[src/rtl/fde_pkg.sv]
// Shared definitions for fetch_decode_execute: opcodes, instruction field
// positions and the packed ID/EX stage register.
package fde_pkg;

    localparam logic [1:0] OP_ADD = 2'b00;
    localparam logic [1:0] OP_OR  = 2'b01;
    localparam logic [1:0] OP_AND = 2'b10;
    localparam logic [1:0] OP_SUB = 2'b11;

    localparam int INSTR_W = 32;
    localparam int REG_W   = 5;

    localparam int OP_HI  = 31;
    localparam int OP_LO  = 30;
    localparam int RD_HI  = 29;
    localparam int RD_LO  = 25;
    localparam int RS1_HI = 24;
    localparam int RS1_LO = 20;
    localparam int RS2_HI = 19;
    localparam int RS2_LO = 15;
    localparam int IMM_HI = 14;
    localparam int IMM_LO = 0;

    typedef struct packed {
        logic [1:0]       op;
        logic [REG_W-1:0] rd;
        logic [REG_W-1:0] rs1;
        logic [REG_W-1:0] rs2;
    } id_ex_t;

    // Splits a raw instruction word into the fields EX needs; imm is dropped.
    function automatic id_ex_t decode_instr(input logic [INSTR_W-1:0] instr);
        id_ex_t f;
        f.op  = instr[OP_HI:OP_LO];
        f.rd  = instr[RD_HI:RD_LO];
        f.rs1 = instr[RS1_HI:RS1_LO];
        f.rs2 = instr[RS2_HI:RS2_LO];
        return f;
    endfunction

endpackage

[src/rtl/fde_alu.sv]
// Combinational two-operand ALU for the execute stage; all results wrap
// modulo 2^DATA_W and no flags are produced.
module fde_alu
    import fde_pkg::*;
#(
    parameter int DATA_W = 32
) (
    input  logic [1:0]        op,
    input  logic [DATA_W-1:0] a,
    input  logic [DATA_W-1:0] b,
    output logic [DATA_W-1:0] result
);

    always_comb begin
        result = '0;
        unique case (op)
            OP_ADD:  result = a + b;
            OP_OR:   result = a | b;
            OP_AND:  result = a & b;
            OP_SUB:  result = a - b;
            default: result = '0;
        endcase
    end

endmodule

[src/rtl/fetch_decode_execute.sv]
// Fetch, decode and execute stages of the in-order pipeline. Build with
// FDE_STALL_EN defined to add a stall input that freezes PC, IF/ID and ID/EX.
module fetch_decode_execute
    import fde_pkg::*;
#(
    parameter int DATA_W = 32,
    parameter int PC_W   = 5
) (
    input  logic              clk,
    input  logic              rst,
`ifdef FDE_STALL_EN
    input  logic              stall,
`endif
    output logic [PC_W-1:0]   imem_addr,
    input  logic [31:0]       imem_rdata,
    output logic [4:0]        rf_raddr1,
    output logic [4:0]        rf_raddr2,
    input  logic [DATA_W-1:0] rf_rdata1,
    input  logic [DATA_W-1:0] rf_rdata2,
    output logic [DATA_W-1:0] ex_result,
    output logic [4:0]        ex_rd,
    output logic              ex_valid
);

    logic [PC_W-1:0]    pc_q, pc_d;
    logic [31:0]        if_instr_q, if_instr_d;
    logic               if_valid_q, if_valid_d;
    id_ex_t             id_ex_q, id_ex_d;
    logic               id_valid_q, id_valid_d;
    logic [DATA_W-1:0]  ex_result_q, ex_result_d;
    logic [4:0]         ex_rd_q, ex_rd_d;
    logic               ex_valid_q, ex_valid_d;
    logic [DATA_W-1:0]  alu_result;
    logic               advance;
    logic               unused_imm;

`ifdef FDE_STALL_EN
    assign advance = ~stall;
`else
    assign advance = 1'b1;
`endif

    // The immediate field is reserved; it rides through IF/ID but is never decoded.
    assign unused_imm = ^if_instr_q[IMM_HI:IMM_LO];

    fde_alu #(
        .DATA_W (DATA_W)
    ) u_alu (
        .op     (id_ex_q.op),
        .a      (rf_rdata1),
        .b      (rf_rdata2),
        .result (alu_result)
    );

    always_comb begin
        pc_d        = pc_q;
        if_instr_d  = if_instr_q;
        if_valid_d  = if_valid_q;
        id_ex_d     = id_ex_q;
        id_valid_d  = id_valid_q;
        ex_result_d = ex_result_q;
        ex_rd_d     = ex_rd_q;
        ex_valid_d  = 1'b0;
        if (advance) begin
            pc_d        = pc_q + PC_W'(1);
            if_instr_d  = imem_rdata;
            if_valid_d  = 1'b1;
            id_ex_d     = decode_instr(if_instr_q);
            id_valid_d  = if_valid_q;
            ex_result_d = alu_result;
            ex_rd_d     = id_ex_q.rd;
            ex_valid_d  = id_valid_q;
        end
    end

    always_ff @(posedge clk) begin
        if (!rst) begin
            pc_q        <= '0;
            if_instr_q  <= '0;
            if_valid_q  <= 1'b0;
            id_ex_q     <= '0;
            id_valid_q  <= 1'b0;
            ex_result_q <= '0;
            ex_rd_q     <= '0;
            ex_valid_q  <= 1'b0;
        end else begin
            pc_q        <= pc_d;
            if_instr_q  <= if_instr_d;
            if_valid_q  <= if_valid_d;
            id_ex_q     <= id_ex_d;
            id_valid_q  <= id_valid_d;
            ex_result_q <= ex_result_d;
            ex_rd_q     <= ex_rd_d;
            ex_valid_q  <= ex_valid_d;
        end
    end

    assign imem_addr = pc_q;
    assign rf_raddr1 = id_ex_q.rs1;
    assign rf_raddr2 = id_ex_q.rs2;

    // ex_valid qualifies ex_result/ex_rd for one cycle; there is no ready,
    // so the downstream stage must take every valid beat.
    assign ex_result = ex_result_q;
    assign ex_rd     = ex_rd_q;
    assign ex_valid  = ex_valid_q;

endmodule

[config.mk]
export PLATFORM = sky130hd
export DESIGN_NAME = fetch_decode_execute
export DESIGN_NICKNAME = d
export VERILOG_FILES = /design/src/rtl/fde_pkg.sv /design/src/rtl/fde_alu.sv /design/src/rtl/fetch_decode_execute.sv
export SDC_FILE = /design/constraint.sdc
export NUM_CORES = 1
export LEC_CHECK = 0
export BUFFER_PORTS_ARGS = -buffer_cell sky130_fd_sc_hd__buf_2
export CAP_MARGIN = 20
export CORE_MARGIN = 3
export CORE_UTILIZATION = 57
export CTS_CLUSTER_SIZE = 12
export DETAILED_ROUTE_END_ITERATION = 10
export PLACE_DENSITY = 0.88
export SYNTH_ARGS = -nofsm -noshare
export SYNTH_HDL_FRONTEND = slang
export SYNTH_SLANG_ARGS = --single-unit
[constraint.sdc]
create_clock -name clk -period 8.5 [get_ports clk]
set_input_delay 1.275 -clock clk [delete_from_list [all_inputs] [get_ports clk]]
set_output_delay 1.275 -clock clk [all_outputs]
set_load 0.01 [all_outputs]
After elaboration in Yosys (flattened, before gate mapping)
Index checks and enable logic that the tools add are counted.
{"block": "op_classes", "n_addsub": 3, "n_eq_ne": 3, "n_mux": 2, "bitwise": 2, "n_reduce_logical": 1}
{"operator": "one-hot mux 32 bit (4 select lines)", "n": 1}
{"operator": "adder 32 bit", "n": 1}
{"operator": "AND 32 bit", "n": 1}
{"operator": "OR 32 bit", "n": 1}
{"operator": "subtractor 32 bit", "n": 1}
{"operator": "adder 5 x 1 -> 5 bit, second input constant", "n": 1}
{"operator": "equality test 2 bit, second input constant", "n": 2}
{"operator": "equality test 2 x 1 -> 1 bit, second input constant", "n": 1}
{"operator": "zero test 2 bit", "n": 1}
{"operator": "2-to-1 mux 1 bit", "n": 1}
{"block": "totals", "ff_bits": 94, "in_bits": 98, "out_inout_bits": 53, "word_cells": 22}

Depth between registers and ports, before layout
Gate-level depths: netlist (run 1).
{"block": "logic_depth", "depth_word": 2, "depth_mapped": 19, "depth_no_buf": 18}

Cells and area by module
Synthesis (run 1) repeated with hierarchy kept, for this count alone.
{"block": "hier_totals", "hier_cells": 651, "hier_area_um2": 5410.2}
{"mod": "fde_alu", "instances": 1, "cells_per_inst": 468, "area_each_um2": 3166.8}
{"mod": "fetch_decode_execute", "instances": 1, "cells_per_inst": 183, "area_each_um2": 2243.4}

Least setup slack after synthesis (run 1)
OpenSTA, ideal clock, no wires.
{"block": "synth_timing", "path_kind": "input port to flip-flop", "from": "in rf_rdata2[6]", "to": "reg ex_result_q[24] (netlist: ex_result[24])", "setup_time_ns": 0.086, "arrival_ns": 4.496, "required_time_ns": 8.414, "path_slack_ns": 3.918, "cell_stages": 15, "cell_sequence": "or3_4 > nor4_4 > and2_2 > clkbuf_1 > nor2_1 > xnor2_1 > ha_1 > buf_2 > nand4_1 > a211o_1 > nor4b_2 > or4_1 > nand2_1 > mux2_1 > a211oi_1"}
{"block": "synth_via", "elab_chain_len": 2, "word_cells_on_any_way": 3}
{"element": "from (decl)", "line": "fetch_decode_execute.sv:19", "text": "input logic [DATA_W-1:0] rf_rdata2,"}
{"element": "subtractor 32 bit or adder 32 bit (tied branches)", "line": "fde_alu.sv:20, fde_alu.sv:17"}
{"element": "one-hot mux 32 bit (4 select lines) *", "line": "fde_alu.sv:16", "text": "unique case (op)"}
{"element": "to (signal assigned)", "line": "fetch_decode_execute.sv:92", "text": "ex_result_q <= ex_result_d;"}
{"element": "to (decl)", "line": "fetch_decode_execute.sv:30", "text": "logic [DATA_W-1:0] ex_result_q, ex_result_d;"}
Mark *: on every way between the ends. The rest lies on a longest branch, timed or not.
A chain may end at the register's enable or synchronous reset.

Worst setup path in the final report (run 1)
{"block": "layout_timing", "from": "in rf_rdata2[0]", "to": "reg ex_result_q[31] (netlist: ex_result[31])"}
The elaborated chain is that of the path after synthesis.

==> flow_metrics.env, run 1 <==
export IMPL_cts_setup_buffers=0
export IMPL_numPortBuffers=135
export IMPL_post_synth_top_area_cell="sky130_fd_sc_hd__dfxtp_1"
export IMPL_crit_path_arrival_time_ns=5.21
export IMPL_worst_skew_pair_late_latency_ns=0.37
export IMPL_synth_top_cell_area_share_pct=29.3
export IMPL_holdCritPathClass="flop to flop"
export IMPL_final_gp_congestion=0.962
export IMPL_firstDrtPassIters=5
export IMPL_dieArea_mm2=0.0107
export IMPL_tightest_slew_ns=0.848
export IMPL_max_stage_delay_ns=0.51
export IMPL_timing_rr_end="ex_result[30]"
export IMPL_initial_utilization_pct=60.2
export IMPL_cts_inserted_buffers=9
export IMPL_syn_avg_cell_area_um2=8.37
export IMPL_h_tree_levels=3
export IMPL_timing_final_setup_violations=0
export IMPL_drcViolationCount=0
export IMPL_ws_path_type="input pin to flop"
export IMPL_routed_wl_um=14300
export IMPL_detailedPlacementHpwl_um=10800
export IMPL_leftover_overflow_at_the_end_of_global_routing=0
export IMPL_timing_critical_path_to="ex_result[31]"
export IMPL_setup_worst_path_start_class="input pin"
export IMPL_fmax_ghz=0.201
export IMPL_seq_cells_post_synth=79
export IMPL_clkSlewWorstSetupHoldPaths_ns=0.08
export IMPL_number_of_flops_mapped_to_enable_cells_by_yosys=0
export IMPL_path_max_fanout=8
export IMPL_finalCoreUtilization_pct=70.0
export IMPL_core_footprint_mm2=0.00898
export IMPL_peakVddDrop_v=0.0000781
export IMPL_synth_sequential_area_ratio_pct=29.3
export IMPL_ant_nets=0
export IMPL_dr_first_iter_drc_count=303
export IMPL_post_route_min_period_ns=4.98
export IMPL_synthesis_nets=783
export IMPL_final_max_slew_viol_count=0
export IMPL_wire_length_of_the_first_global_routing_pass_um=22700
export IMPL_power_uw=1040
export IMPL_power_density_mw_per_mm2=166
export IMPL_cts_num_sinks=79
export IMPL_fp_row_count=34
export IMPL_synth_distinct_cells=60
export IMPL_worstSetupStartpoint="rf_rdata2[0]"
export IMPL_design_area_mm2=0.00628
export IMPL_clk_root_buffer_cell="sky130_fd_sc_hd__clkbuf_8"
export IMPL_netlist_instances=646
export IMPL_worst_slew_margin_rel_pct=43.1
export IMPL_groute_usage_overall_pct=26.8
export IMPL_cts_repair_resize_count=0
export IMPL_grt_setup_unrepaired="no"
export IMPL_power_leakage_uw=0.00297
export IMPL_proportion_of_synthesized_flip_flops_having_asynchronous_set_or_reset_pct=0
export IMPL_timing_final_crit_share_pct=58.6
export IMPL_setup_tns_final_ns=0
export IMPL_cts_hold_repair_buffers=0
export IMPL_maxCapViolations=0
export IMPL_tritoncts="yes"
export IMPL_rr_startpoint="id_ex_q[15]"
export IMPL_dpl_cell_area_mm2=0.00604
export IMPL_worstRegToRegCells=13
export IMPL_syn_cell_area_mm2=0.00540
export IMPL_worst_case_clock_buffer_depth=2
export IMPL_syn2layout_area_growth_pct=16.3
export IMPL_worst_endpoint_required_ns=8.74
export IMPL_grt_start_max_net_pins=63
export IMPL_initial_antenna_violation_count=0
export IMPL_wire_per_inst_um=16.3
export IMPL_finClkSkew_ns=0.00742
export IMPL_final_hold_viol_count=0
export IMPL_synthesis_yosys_warnings=0
export IMPL_detail_route_vias_per_cell=5.98
export IMPL_num_vias=5259
export IMPL_ios=151
export IMPL_cp_endpoint_kind="flop"
export IMPL_cp_slowest_cell="sky130_fd_sc_hd__or4_1"
export IMPL_die_h_um=103
export IMPL_critical_path_cell_chain="buf_2 > inv_1 > ha_1 > nand2_1 > nor2_1 > nand2_1 > nor4_1 > and4b_1 > a21oi_1 > xnor2_1 > ha_1 > a21o_1 > a21o_1 > a21oi_1 > o21ai_0 > nor3_1 > nor3b_1 > or4_1"
export IMPL_final_net_count=885
export IMPL_slack_of_the_worst_reg_to_reg_path_ns=4.54
export IMPL_synth_main_ff_cell="sky130_fd_sc_hd__dfxtp_1"
export IMPL_run_status="finished, final reports clean"
export IMPL_die_w_um=103
export IMPL_netlist_top_cells_area="sky130_fd_sc_hd__dfxtp_1 29%, sky130_fd_sc_hd__ha_1 8.8%, sky130_fd_sc_hd__xnor2_1 7.5%, sky130_fd_sc_hd__a21oi_1 5.7%, sky130_fd_sc_hd__a21o_1 5.7%"
export IMPL_drive_above_1_share_pct=22.6
export IMPL_first_global_vias=4967
export IMPL_num_antenna_cells=0
[cell type report]
type / instances / area (um2)
multi-input combinational: 499 / 3530
fill: 738 / 2690
sequential: 79 / 1580
timing repair buffer: 139 / 718
tap: 126 / 158
clock buffer: 10 / 128
clock inverter: 6 / 93.8
inverter: 20 / 75.1
[critical path: cells and delay by family]
family	cells	cell delay [ns]
adder cells (fa/ha/maj)	2	0.63
AO/OA/AOI/OAI	5	0.77
AND/OR/NAND/NOR	8	2.16
buffers and inverters	2	0.23
XOR/XNOR	1	0.15
[cells in the mapped netlist (all sizes together), types with 7 or more instances]
master	number
dfxtp	79
a21oi	63
xnor2	47
and2	45
nor2	42
a21o	41
ha	38
nand2	37
clkbuf	35
a211oi	23
a221oi	19
inv	19
o21ai	19
nor3	17
a31oi	13
buf	13
xor2	12
nand3	10
nand4	7
[placed cells by master (no fill, tap or decap), types with 3 or more instances in the layout]
cell,synthesis,final
sky130_fd_sc_hd__and3_1,3,3
sky130_fd_sc_hd__a211oi_1,23,23
sky130_fd_sc_hd__a21o_1,41,41
sky130_fd_sc_hd__a21oi_1,62,62
sky130_fd_sc_hd__nor2b_1,5,5
sky130_fd_sc_hd__a31oi_1,11,11
sky130_fd_sc_hd__inv_1,19,19
sky130_fd_sc_hd__nor3_1,17,17
sky130_fd_sc_hd__o22ai_1,3,3
sky130_fd_sc_hd__o211ai_1,4,4
sky130_fd_sc_hd__nor2_1,42,42
sky130_fd_sc_hd__nand2_1,37,37
sky130_fd_sc_hd__clkbuf_8,0,9
sky130_fd_sc_hd__o21ai_0,18,18
sky130_fd_sc_hd__xnor2_1,46,46
sky130_fd_sc_hd__a22oi_1,6,6
sky130_fd_sc_hd__nand4_1,7,7
sky130_fd_sc_hd__buf_4,10,3
sky130_fd_sc_hd__and2_1,44,44
sky130_fd_sc_hd__buf_2,1,135
sky130_fd_sc_hd__o21bai_1,4,4
sky130_fd_sc_hd__ha_1,38,37
sky130_fd_sc_hd__a221oi_1,19,19
sky130_fd_sc_hd__dfxtp_1,79,79
sky130_fd_sc_hd__nand3_1,10,10
sky130_fd_sc_hd__o2111ai_1,4,4
sky130_fd_sc_hd__xor2_1,12,12
sky130_fd_sc_hd__nand2b_1,4,4
[logic make-up (layout without fill, tap and decap cells)]
group                    after synthesis  count (layout)  share of synthesized area, %
adder cells (fa/ha/maj)               39              39                          9.17
AND/OR/NAND/NOR                      189             189                          19.4
XOR/XNOR                              59              59                          9.91
multiplexers                           2               2                         0.394
flip-flops                            79              79                          29.3
AO/OA/AOI/OAI                        210             210                          26.4
buffers and inverters                 68             175                          5.44
[stage by stage]
| stage | setup slack, ns | hold slack (ns) | instances |
|---|---|---|---|
| CTS | 3.64 | 0.444 | 878 |
| floorplan | 3.92 | 0.412 | 646 |
| global route | 3.31 | 0.443 | 879 |
| finish | 3.52 | 0.438 | 879 |
| global placement | 3.42 | 0.414 | 862 |
| detailed placement | 3.27 | 0.419 | 862 |
[power by group]
group          leakage [uW]  internal [uW]  total (uW)  switching [uW]
clock              0.000107            167         313             146
sequential         0.000654            403         412            8.97
combinational       0.00220            133         316             182
[flip-flops by register name, indices dropped and copies added, names as in the netlist]
signal,cells
ex_result,32
if_instr_q,17
ex_rd,5
ex_rd_d,5
imem_addr,5
rf_raddr1,5
rf_raddr2,5
id_ex_q,2
ex_valid,1
ex_valid_d,1
id_valid_d,1
[how the worst min path moves through the flow]
stage	from	endpoint	slack [ns]	cells past startpoint
3_5_place_dp	if_instr_q[16]	rf_raddr2[1]	0.42	1
3_3_place_gp	if_instr_q[17]	rf_raddr2[2]	0.41	1
6_report	id_valid_d	ex_valid_d	0.44	1
2_1_floorplan	ex_rd_d[0]	ex_rd[0]	0.41	1
4_1_cts	if_instr_q[23]	rf_raddr1[3]	0.44	1
5_1_grt	ex_rd_d[0]	ex_rd[0]	0.44	1
[metal layers]
| metal | wire (um) | track usage [%] | vias to the layer above |
|---|---|---|---|
| met4 | 286 | 9.86 | 0 |
| met2 | 6850 | 44.7 | 257 |
| met3 | 1200 | 6.77 | 32 |
| met5 | 0 | 0 | - |
| met1 | 5960 | 33.2 | 2435 |
| li1 | - | - | 2535 |
Power figures use the tool's default switching activity.
==> run 2, diff against run 1 <==
--- a/config.mk
+++ b/config.mk
@@ -5,13 +5,14 @@
 export SDC_FILE = /design/constraint.sdc
 export NUM_CORES = 1
 export LEC_CHECK = 0
+export ABC_AREA = 1
 export BUFFER_PORTS_ARGS = -buffer_cell sky130_fd_sc_hd__buf_2
 export CAP_MARGIN = 20
 export CORE_MARGIN = 3
-export CORE_UTILIZATION = 57
+export CORE_UTILIZATION = 55
 export CTS_CLUSTER_SIZE = 12
 export DETAILED_ROUTE_END_ITERATION = 10
-export PLACE_DENSITY = 0.88
+export PLACE_DENSITY = 0.84
 export SYNTH_ARGS = -nofsm -noshare
 export SYNTH_HDL_FRONTEND = slang
 export SYNTH_SLANG_ARGS = --single-unit
==> constraint.sdc (replaced) <==
create_clock -name clk -period 5.1 [get_ports clk]
set_input_delay 0.765 -clock clk [delete_from_list [all_inputs] [get_ports clk]]
set_output_delay 0.765 -clock clk [all_outputs]
set_load 0.01 [all_outputs]
==> run 2 against run 1 <==
Flip-flop and latch count is the same. Non-clock buffer count is the same. Register-to-register slack worse by 3.0 ns. Combinational power grew 84%. Power up 80%. Clock-buffer cell count increased by 1. First-iteration DRC count up 91%. Synthesized cell count up 62%. Die area is 19% higher. Cell count rose by 49%. Hold slack got worse by 0.029 ns. Clock skew is 0.00089 ns higher.
==> flow_metrics.env, run 2 <==
export IMPL_detail_route_vias_per_cell=5.12
export IMPL_syn_avg_cell_area_um2=5.98
export IMPL_num_antenna_cells=0
export IMPL_grt_setup_unrepaired="no"
export IMPL_synth_main_ff_cell="sky130_fd_sc_hd__dfxtp_1"
export IMPL_h_tree_levels=3
export IMPL_synthTopCellsByCount="309 x sky130_fd_sc_hd__nand2_1, 213 x sky130_fd_sc_hd__inv_1, 86 x sky130_fd_sc_hd__nand3_1"
export IMPL_tightest_slew_ns=1.15
export IMPL_synthesis_nets=1185
export IMPL_worst_slew_margin_rel_pct=23.4
export IMPL_numPortBuffers=135
export IMPL_ant_nets=0
export IMPL_power_density_mw_per_mm2=258
export IMPL_drcViolationCount=0
export IMPL_cts_inserted_buffers=9
export IMPL_holdCritPathClass="flop to flop"
export IMPL_die_h_um=113
export IMPL_wire_length_of_the_first_global_routing_pass_um=29200
export IMPL_dr_first_iter_drc_count=578
export IMPL_cts_num_sinks=79
export IMPL_fp_row_count=38
export IMPL_commonest_non_fill_non_tap_cell_in_the_layout="sky130_fd_sc_hd__nand2_1"
export IMPL_wire_per_inst_um=14.0
export IMPL_synthesis_yosys_warnings=0
export IMPL_cts_hold_repair_buffers=0
export IMPL_synthMostInstantiatedCell="sky130_fd_sc_hd__nand2_1"
export IMPL_tritoncts="yes"
export IMPL_finClkSkew_ns=0.00830
export IMPL_final_hold_viol_count=0
export IMPL_largest_register_ffs=32
export IMPL_core_footprint_mm2=0.0110
export IMPL_synth_sequential_area_ratio_pct=25.2
export IMPL_crit_path_arrival_time_ns=3.80
export IMPL_first_global_vias=6142
export IMPL_ios=151
export IMPL_netlist_top_cells_area="sky130_fd_sc_hd__dfxtp_1 25%, sky130_fd_sc_hd__nand2_1 19%, sky130_fd_sc_hd__inv_1 13%, sky130_fd_sc_hd__ha_1 7.6%, sky130_fd_sc_hd__nand3_1 6.9%"
export IMPL_die_w_um=113
export IMPL_power_uw=1870
export IMPL_firstDrtPassIters=5
export IMPL_number_of_flops_mapped_to_enable_cells_by_yosys=0
export IMPL_groute_usage_overall_pct=28.4
export IMPL_peakVddDrop_v=0.000231
export IMPL_worst_case_clock_buffer_depth=2
export IMPL_netlist_instances=1048
export IMPL_fmax_ghz=0.282
export IMPL_filler_cells=1037
export IMPL_final_gp_congestion=0.949
export IMPL_syn2layout_area_growth_pct=15.6
export IMPL_worst_endpoint_required_ns=5.35
export IMPL_initial_antenna_violation_count=1
export IMPL_synth_top_cell_area_share_pct=25.2
export IMPL_setup_tns_final_ns=0
export IMPL_post_synth_top_area_cell="sky130_fd_sc_hd__dfxtp_1"
export IMPL_routed_wl_um=18300
export IMPL_timing_final_crit_share_pct=69.6
export IMPL_cts_setup_buffers=0
export IMPL_worst_skew_pair_late_latency_ns=0.35
export IMPL_cts_repair_resize_count=0
export IMPL_critical_path_cell_chain="ha_1 > inv_1 > nand2_1 > o21ai_0 > xor2_1 > ha_1 > nand2_1 > inv_1 > nand2_1 > nand2_1 > nand2_1 > nand2_1 > a21oi_1 > nand2_1 > nand2_1 > nand3_1 > a21oi_1"
export IMPL_power_leakage_uw=0.00439
export IMPL_synth_distinct_cells=38
export IMPL_path_max_fanout=22
export IMPL_leftover_overflow_at_the_end_of_global_routing=0
export IMPL_critPathMostFrequentCell="sky130_fd_sc_hd__nand2_1"
export IMPL_final_max_slew_viol_count=0
export IMPL_seq_cells_post_synth=79
export IMPL_initial_utilization_pct=57.0
export IMPL_cp_slowest_cell="sky130_fd_sc_hd__inv_1"
export IMPL_drive_above_1_share_pct=15.5
export IMPL_max_stage_delay_ns=0.50
export IMPL_cp_endpoint_kind="flop"
export IMPL_run_status="finished, final reports clean"
export IMPL_proportion_of_synthesized_flip_flops_having_asynchronous_set_or_reset_pct=0
export IMPL_detailedPlacementHpwl_um=14100
export IMPL_syn_cell_area_mm2=0.00626
export IMPL_clkSlewWorstSetupHoldPaths_ns=0.06
export IMPL_post_route_min_period_ns=3.55
export IMPL_ws_path_type="flop to flop"
export IMPL_setup_worst_path_start_class="flop"
export IMPL_layout_cells_most_common_list="309 x sky130_fd_sc_hd__nand2_1, 213 x sky130_fd_sc_hd__inv_1, 135 x sky130_fd_sc_hd__buf_2"
export IMPL_num_vias=6690
export IMPL_maxCapViolations=0
export IMPL_final_net_count=1300
export IMPL_clk_root_buffer_cell="sky130_fd_sc_hd__clkbuf_16"
export IMPL_dieArea_mm2=0.0127
export IMPL_timing_final_setup_violations=0
export IMPL_grt_start_max_net_pins=59
-- run 2: changes by cell type in the layout (fill, tap and decap cells not counted), moves of 9 or more --
cell / previous run / this run
sky130_fd_sc_hd__nand2_1: 37 / 309
sky130_fd_sc_hd__inv_1: 19 / 213
sky130_fd_sc_hd__nand3_1: 10 / 86
sky130_fd_sc_hd__and2_1: 44 / 3
sky130_fd_sc_hd__a21o_1: 41 / 2
sky130_fd_sc_hd__nor2_1: 42 / 78
sky130_fd_sc_hd__xnor2_1: 46 / 11
sky130_fd_sc_hd__o21ai_0: 18 / 45
sky130_fd_sc_hd__a211oi_1: 23 / 1
sky130_fd_sc_hd__a21oi_1: 62 / 40
sky130_fd_sc_hd__a221oi_1: 19 / 0
sky130_fd_sc_hd__xor2_1: 12 / 29
sky130_fd_sc_hd__clkbuf_16: 0 / 9
-- run 2: kinds of logic after synthesis --
| logic type | count (synthesis) | synth area share, % |
|---|---|---|
| and+or+nand+nor | 513 | 34.2 |
| buffers and inverters | 254 | 16.1 |
| AOI/OAI and AO/OA | 123 | 11.0 |
| DFF | 79 | 25.2 |
| xor gates and xnor gates | 40 | 5.59 |
| adders and majority gates | 39 | 7.91 |
-- run 2: worst paths after layout --
kind,startpoint,endpoint,slack (ns),cells past startpoint
setup reg to reg,id_ex_q[16],ex_result[30],1.55,17
setup / recovery,id_ex_q[16],ex_result[30],1.55,17
hold / removal,ex_rd_d[4],ex_rd[4],0.41,2
hold reg to reg,ex_rd_d[4],ex_rd[4],0.41,2
-- run 2: layout make-up --
cell class / count / area [um2] / share of cell area (%)
Clock buffer: 11 / 253 / 3.49
Clock inverter: 4 / 30.0 / 0.415
Inverter: 219 / 822 / 11.3
Multi-Input combinational cell: 715 / 3680 / 50.8
Sequential cell: 79 / 1580 / 21.8
Tap cell: 140 / 175 / 2.42
Timing Repair Buffer: 139 / 706 / 9.74
-- run 2: worst max-delay path: cells and delay by family, from the launching register on --
| family | cells | cell delay [ns] |
|---|---|---|
| compound gates | 3 | 0.52 |
| xor+xnor | 1 | 0.17 |
| fa+ha+maj | 2 | 0.85 |
| buf+inv | 2 | 0.56 |
| flops | 1 | 0.36 |
| simple gates | 9 | 1.01 |
-- run 2: metal layers --
| layer | routed length, um | track usage (%) | vias up |
|---|---|---|---|
| met5 | 13 | 0 | - |
| li1 | - | - | 3440 |
| met1 | 7520 | 34.7 | 2900 |
| met2 | 8490 | 47.0 | 281 |
| met4 | 832 | 13.3 | 2 |
| met3 | 1460 | 7.17 | 67 |
-- run 2: stage by stage --
stage | setup slack, ns | hold slack [ns] | utilization (%) | instances | instance area [um2]
finish | 1.55 | 0.409 | 66.0 | 1307 | 7240
floorplan | 2.05 | 0.390 | - | 1048 | 6260
global placement | 1.46 | 0.392 | 63.4 | 1292 | 6960
CTS | 1.66 | 0.410 | 66.0 | 1307 | 7240
global route | 1.24 | 0.432 | 66.0 | 1307 | 7240
detailed placement | 1.40 | 0.396 | 63.4 | 1292 | 6960
-- run 2: report_power, final --
part	switching [uW]	internal, uW	total [uW]	leakage, uW
clock	256	355	611	0.000138
combinational	376	205	581	0.00360
sequential	12.4	668	680	0.000654
total	645	1230	1870	0.00439
==> run 3, diff against run 2 <==
--- a/config.mk
+++ b/config.mk
@@ -9,10 +9,10 @@
 export BUFFER_PORTS_ARGS = -buffer_cell sky130_fd_sc_hd__buf_2
 export CAP_MARGIN = 20
 export CORE_MARGIN = 3
-export CORE_UTILIZATION = 55
+export CORE_UTILIZATION = 50
 export CTS_CLUSTER_SIZE = 12
 export DETAILED_ROUTE_END_ITERATION = 10
-export PLACE_DENSITY = 0.84
+export PLACE_DENSITY = 0.8
 export SYNTH_ARGS = -nofsm -noshare
 export SYNTH_HDL_FRONTEND = slang
 export SYNTH_SLANG_ARGS = --single-unit
==> constraint.sdc (replaced) <==
create_clock -name clk -period 3.1 [get_ports clk]
set_input_delay 0.465 -clock clk [delete_from_list [all_inputs] [get_ports clk]]
set_output_delay 0.465 -clock clk [all_outputs]
set_load 0.01 [all_outputs]
==> run 3 against run 2 <==
Combinational power up 76%. Design area up 6.5%. Hold slack worse by 0.11 ns. Clock skew hardly changed. Clock power up 83%. Critical path type is now input pin to flop. Critical endpoint is now ex_result[27]. Largest cell class unchanged. Largest power group unchanged.
==> flow_metrics.env, run 3 (same netlist as run 2, synthesis figures left out) <==
export IMPL_run_status="finished, final reports clean"
export IMPL_die_h_um=118
export IMPL_die_w_um=118
export IMPL_core_footprint_mm2=0.0121
export IMPL_numPortBuffers=135
export IMPL_clk_root_buffer_cell="sky130_fd_sc_hd__clkbuf_16"
export IMPL_holdCritPathClass="input pin to flop"
export IMPL_maxCapViolations=0
export IMPL_worst_slew_margin_rel_pct=39.6
export IMPL_timing_final_setup_violations=0
export IMPL_finClkSkew_ns=0.00835
export IMPL_ws_path_type="input pin to flop"
export IMPL_num_antenna_cells=0
export IMPL_detail_route_vias_per_cell=5.08
export IMPL_initial_antenna_violation_count=0
export IMPL_dpl_cell_area_mm2=0.00734
export IMPL_final_max_slew_viol_count=0
export IMPL_drcViolationCount=0
export IMPL_grt_start_max_net_pins=58
export IMPL_fmax_ghz=0.354
export IMPL_cts_inserted_buffers=9
export IMPL_filler_cells=1171
export IMPL_first_global_vias=6534
export IMPL_timing_rr_end="ex_result[25]"
export IMPL_tritoncts="yes"
export IMPL_wire_length_of_the_first_global_routing_pass_um=30900
export IMPL_num_vias=7037
export IMPL_multiInputGateArea_mm2=0.00372
export IMPL_seqCellArea_mm2=0.00158
export IMPL_setup_tns_final_ns=0
export IMPL_slack_of_the_worst_reg_to_reg_path_ns=0.32
export IMPL_finalCoreUtilization_pct=63.7
export IMPL_clkSlewWorstSetupHoldPaths_ns=0.06
export IMPL_worst_case_clock_buffer_depth=2
export IMPL_wire_per_inst_um=13.7
export IMPL_layout_cells_most_common_list="307 x sky130_fd_sc_hd__nand2_1, 212 x sky130_fd_sc_hd__inv_1, 135 x sky130_fd_sc_hd__buf_2"
export IMPL_worstRegToRegCells=19
export IMPL_commonest_non_fill_non_tap_cell_in_the_layout="sky130_fd_sc_hd__nand2_1"
export IMPL_detailedPlacementHpwl_um=14900
export IMPL_crit_path_arrival_time_ns=3.02
export IMPL_final_hold_viol_count=0
export IMPL_fp_row_count=40
export IMPL_leftover_overflow_at_the_end_of_global_routing=0
export IMPL_dr_first_iter_drc_count=585
export IMPL_final_net_count=1348
export IMPL_syn2layout_area_growth_pct=23.2
export IMPL_final_gp_congestion=1.04
export IMPL_cts_hold_repair_buffers=0
export IMPL_rr_startpoint="id_ex_q[15]"
export IMPL_firstDrtPassIters=7
export IMPL_h_tree_levels=3
export IMPL_design_area_mm2=0.00772
export IMPL_cts_num_sinks=79
export IMPL_cp_endpoint_kind="flop"
export IMPL_timing_final_crit_share_pct=91.2
export IMPL_initial_utilization_pct=51.7
export IMPL_drive_above_1_share_pct=19.8
export IMPL_peakVddDrop_v=0.000537
export IMPL_tightest_slew_ns=0.905
export IMPL_dieArea_mm2=0.0139
export IMPL_setup_worst_path_start_class="input pin"
export IMPL_worst_skew_pair_late_latency_ns=0.35
export IMPL_power_density_mw_per_mm2=423
export IMPL_path_max_fanout=4
export IMPL_grt_setup_unrepaired="no"
export IMPL_groute_usage_overall_pct=27.2
export IMPL_timing_critical_path_to="ex_result[27]"
export IMPL_hold_slack_ns=0.299
export IMPL_worst_endpoint_required_ns=3.29
export IMPL_ios=151
export IMPL_largest_register_ffs=32
export IMPL_ant_nets=0
export IMPL_post_route_min_period_ns=2.83
export IMPL_power_leakage_uw=0.00464
export IMPL_worstSetupStartpoint="rf_rdata2[1]"
export IMPL_routed_wl_um=19000
[run 3: cell count changes in the layout (fill, tap and decap cells not counted), moves of 2 or more]
cell	delta
sky130_fd_sc_hd__nor2_2	+3
sky130_fd_sc_hd__clkbuf_8	-2
sky130_fd_sc_hd__nand2_1	-2
sky130_fd_sc_hd__nor2_1	-3
sky130_fd_sc_hd__nand2_2	+2
sky130_fd_sc_hd__inv_6	+3
sky130_fd_sc_hd__buf_4	+47
[run 3: critical path, stage by stage]
cell and delay, ns:
sky130_fd_sc_hd__buf_2 0.11, sky130_fd_sc_hd__inv_2 0.09, sky130_fd_sc_hd__ha_4 0.14, sky130_fd_sc_hd__nand3_2 0.10, sky130_fd_sc_hd__nor2_4 0.16, sky130_fd_sc_hd__nand3_2 0.10, sky130_fd_sc_hd__o21ai_2 0.19, sky130_fd_sc_hd__o21ai_2 0.13
sky130_fd_sc_hd__nor2_2 0.11, sky130_fd_sc_hd__xor2_1 0.15, sky130_fd_sc_hd__ha_1 0.29, sky130_fd_sc_hd__nand2_1 0.13, sky130_fd_sc_hd__inv_1 0.05, sky130_fd_sc_hd__a21oi_1 0.22, sky130_fd_sc_hd__nand2_1 0.08, sky130_fd_sc_hd__a21oi_1 0.22
sky130_fd_sc_hd__nand3_1 0.11, sky130_fd_sc_hd__nand3_1 0.10, sky130_fd_sc_hd__a21oi_1 0.06
[run 3: metal layers]
metal,wire [um],global-route usage [%],vias up
met5,0,0,-
met4,609,10.5,0
met3,1500,5.19,53
met2,8960,47.9,315
met1,7940,32.7,3133
li1,-,-,3536
[run 3: worst min path at each step]
stage	from	end	slack [ns]	cells past startpoint
2_1_floorplan	ex_rd_d[0]	ex_rd[0]	0.39	2
3_3_place_gp	ex_rd_d[1]	ex_rd[1]	0.39	2
3_5_place_dp	ex_rd_d[4]	ex_rd[4]	0.40	2
4_1_cts	imem_rdata[22]	if_instr_q[22]	0.29	3
5_1_grt	imem_rdata[20]	if_instr_q[20]	0.31	3
6_report	imem_rdata[22]	if_instr_q[22]	0.30	3
[run 3: what timing repair did]
action / CTS / global route
setup endpoints to repair: 0 / 7
gates resized for setup: 0 / 13
buffers inserted: 0 / 2
[run 3: final cells by class]
class | instances | area share, %
multi-input cells | 715 | 48.2
repair buffers | 187 | 13.9
inverters | 219 | 10.7
clock inverters | 7 | 1.15
clock buffers | 9 | 2.92
flip-flops and latches | 79 | 20.5
well taps | 168 | 2.72
[run 3: power breakdown]
part	switching [uW]	leakage (uW)	internal [uW]	total, uW
combinational	634	0.00384	391	1020
clock	477	0.000150	642	1120
sequential	21.7	0.000654	1100	1120
[run 3: metrics by stage]
step | setup slack [ns] | power [uW] | instances
after global placement | -0.0404 | 2130 | 1366
final | 0.272 | 3260 | 1384
after detailed placement | -0.115 | 2140 | 1366
after CTS | 0.235 | 3270 | 1382
after floorplan | 0.349 | 1760 | 1048
after global routing | 0.0252 | 3460 | 1384
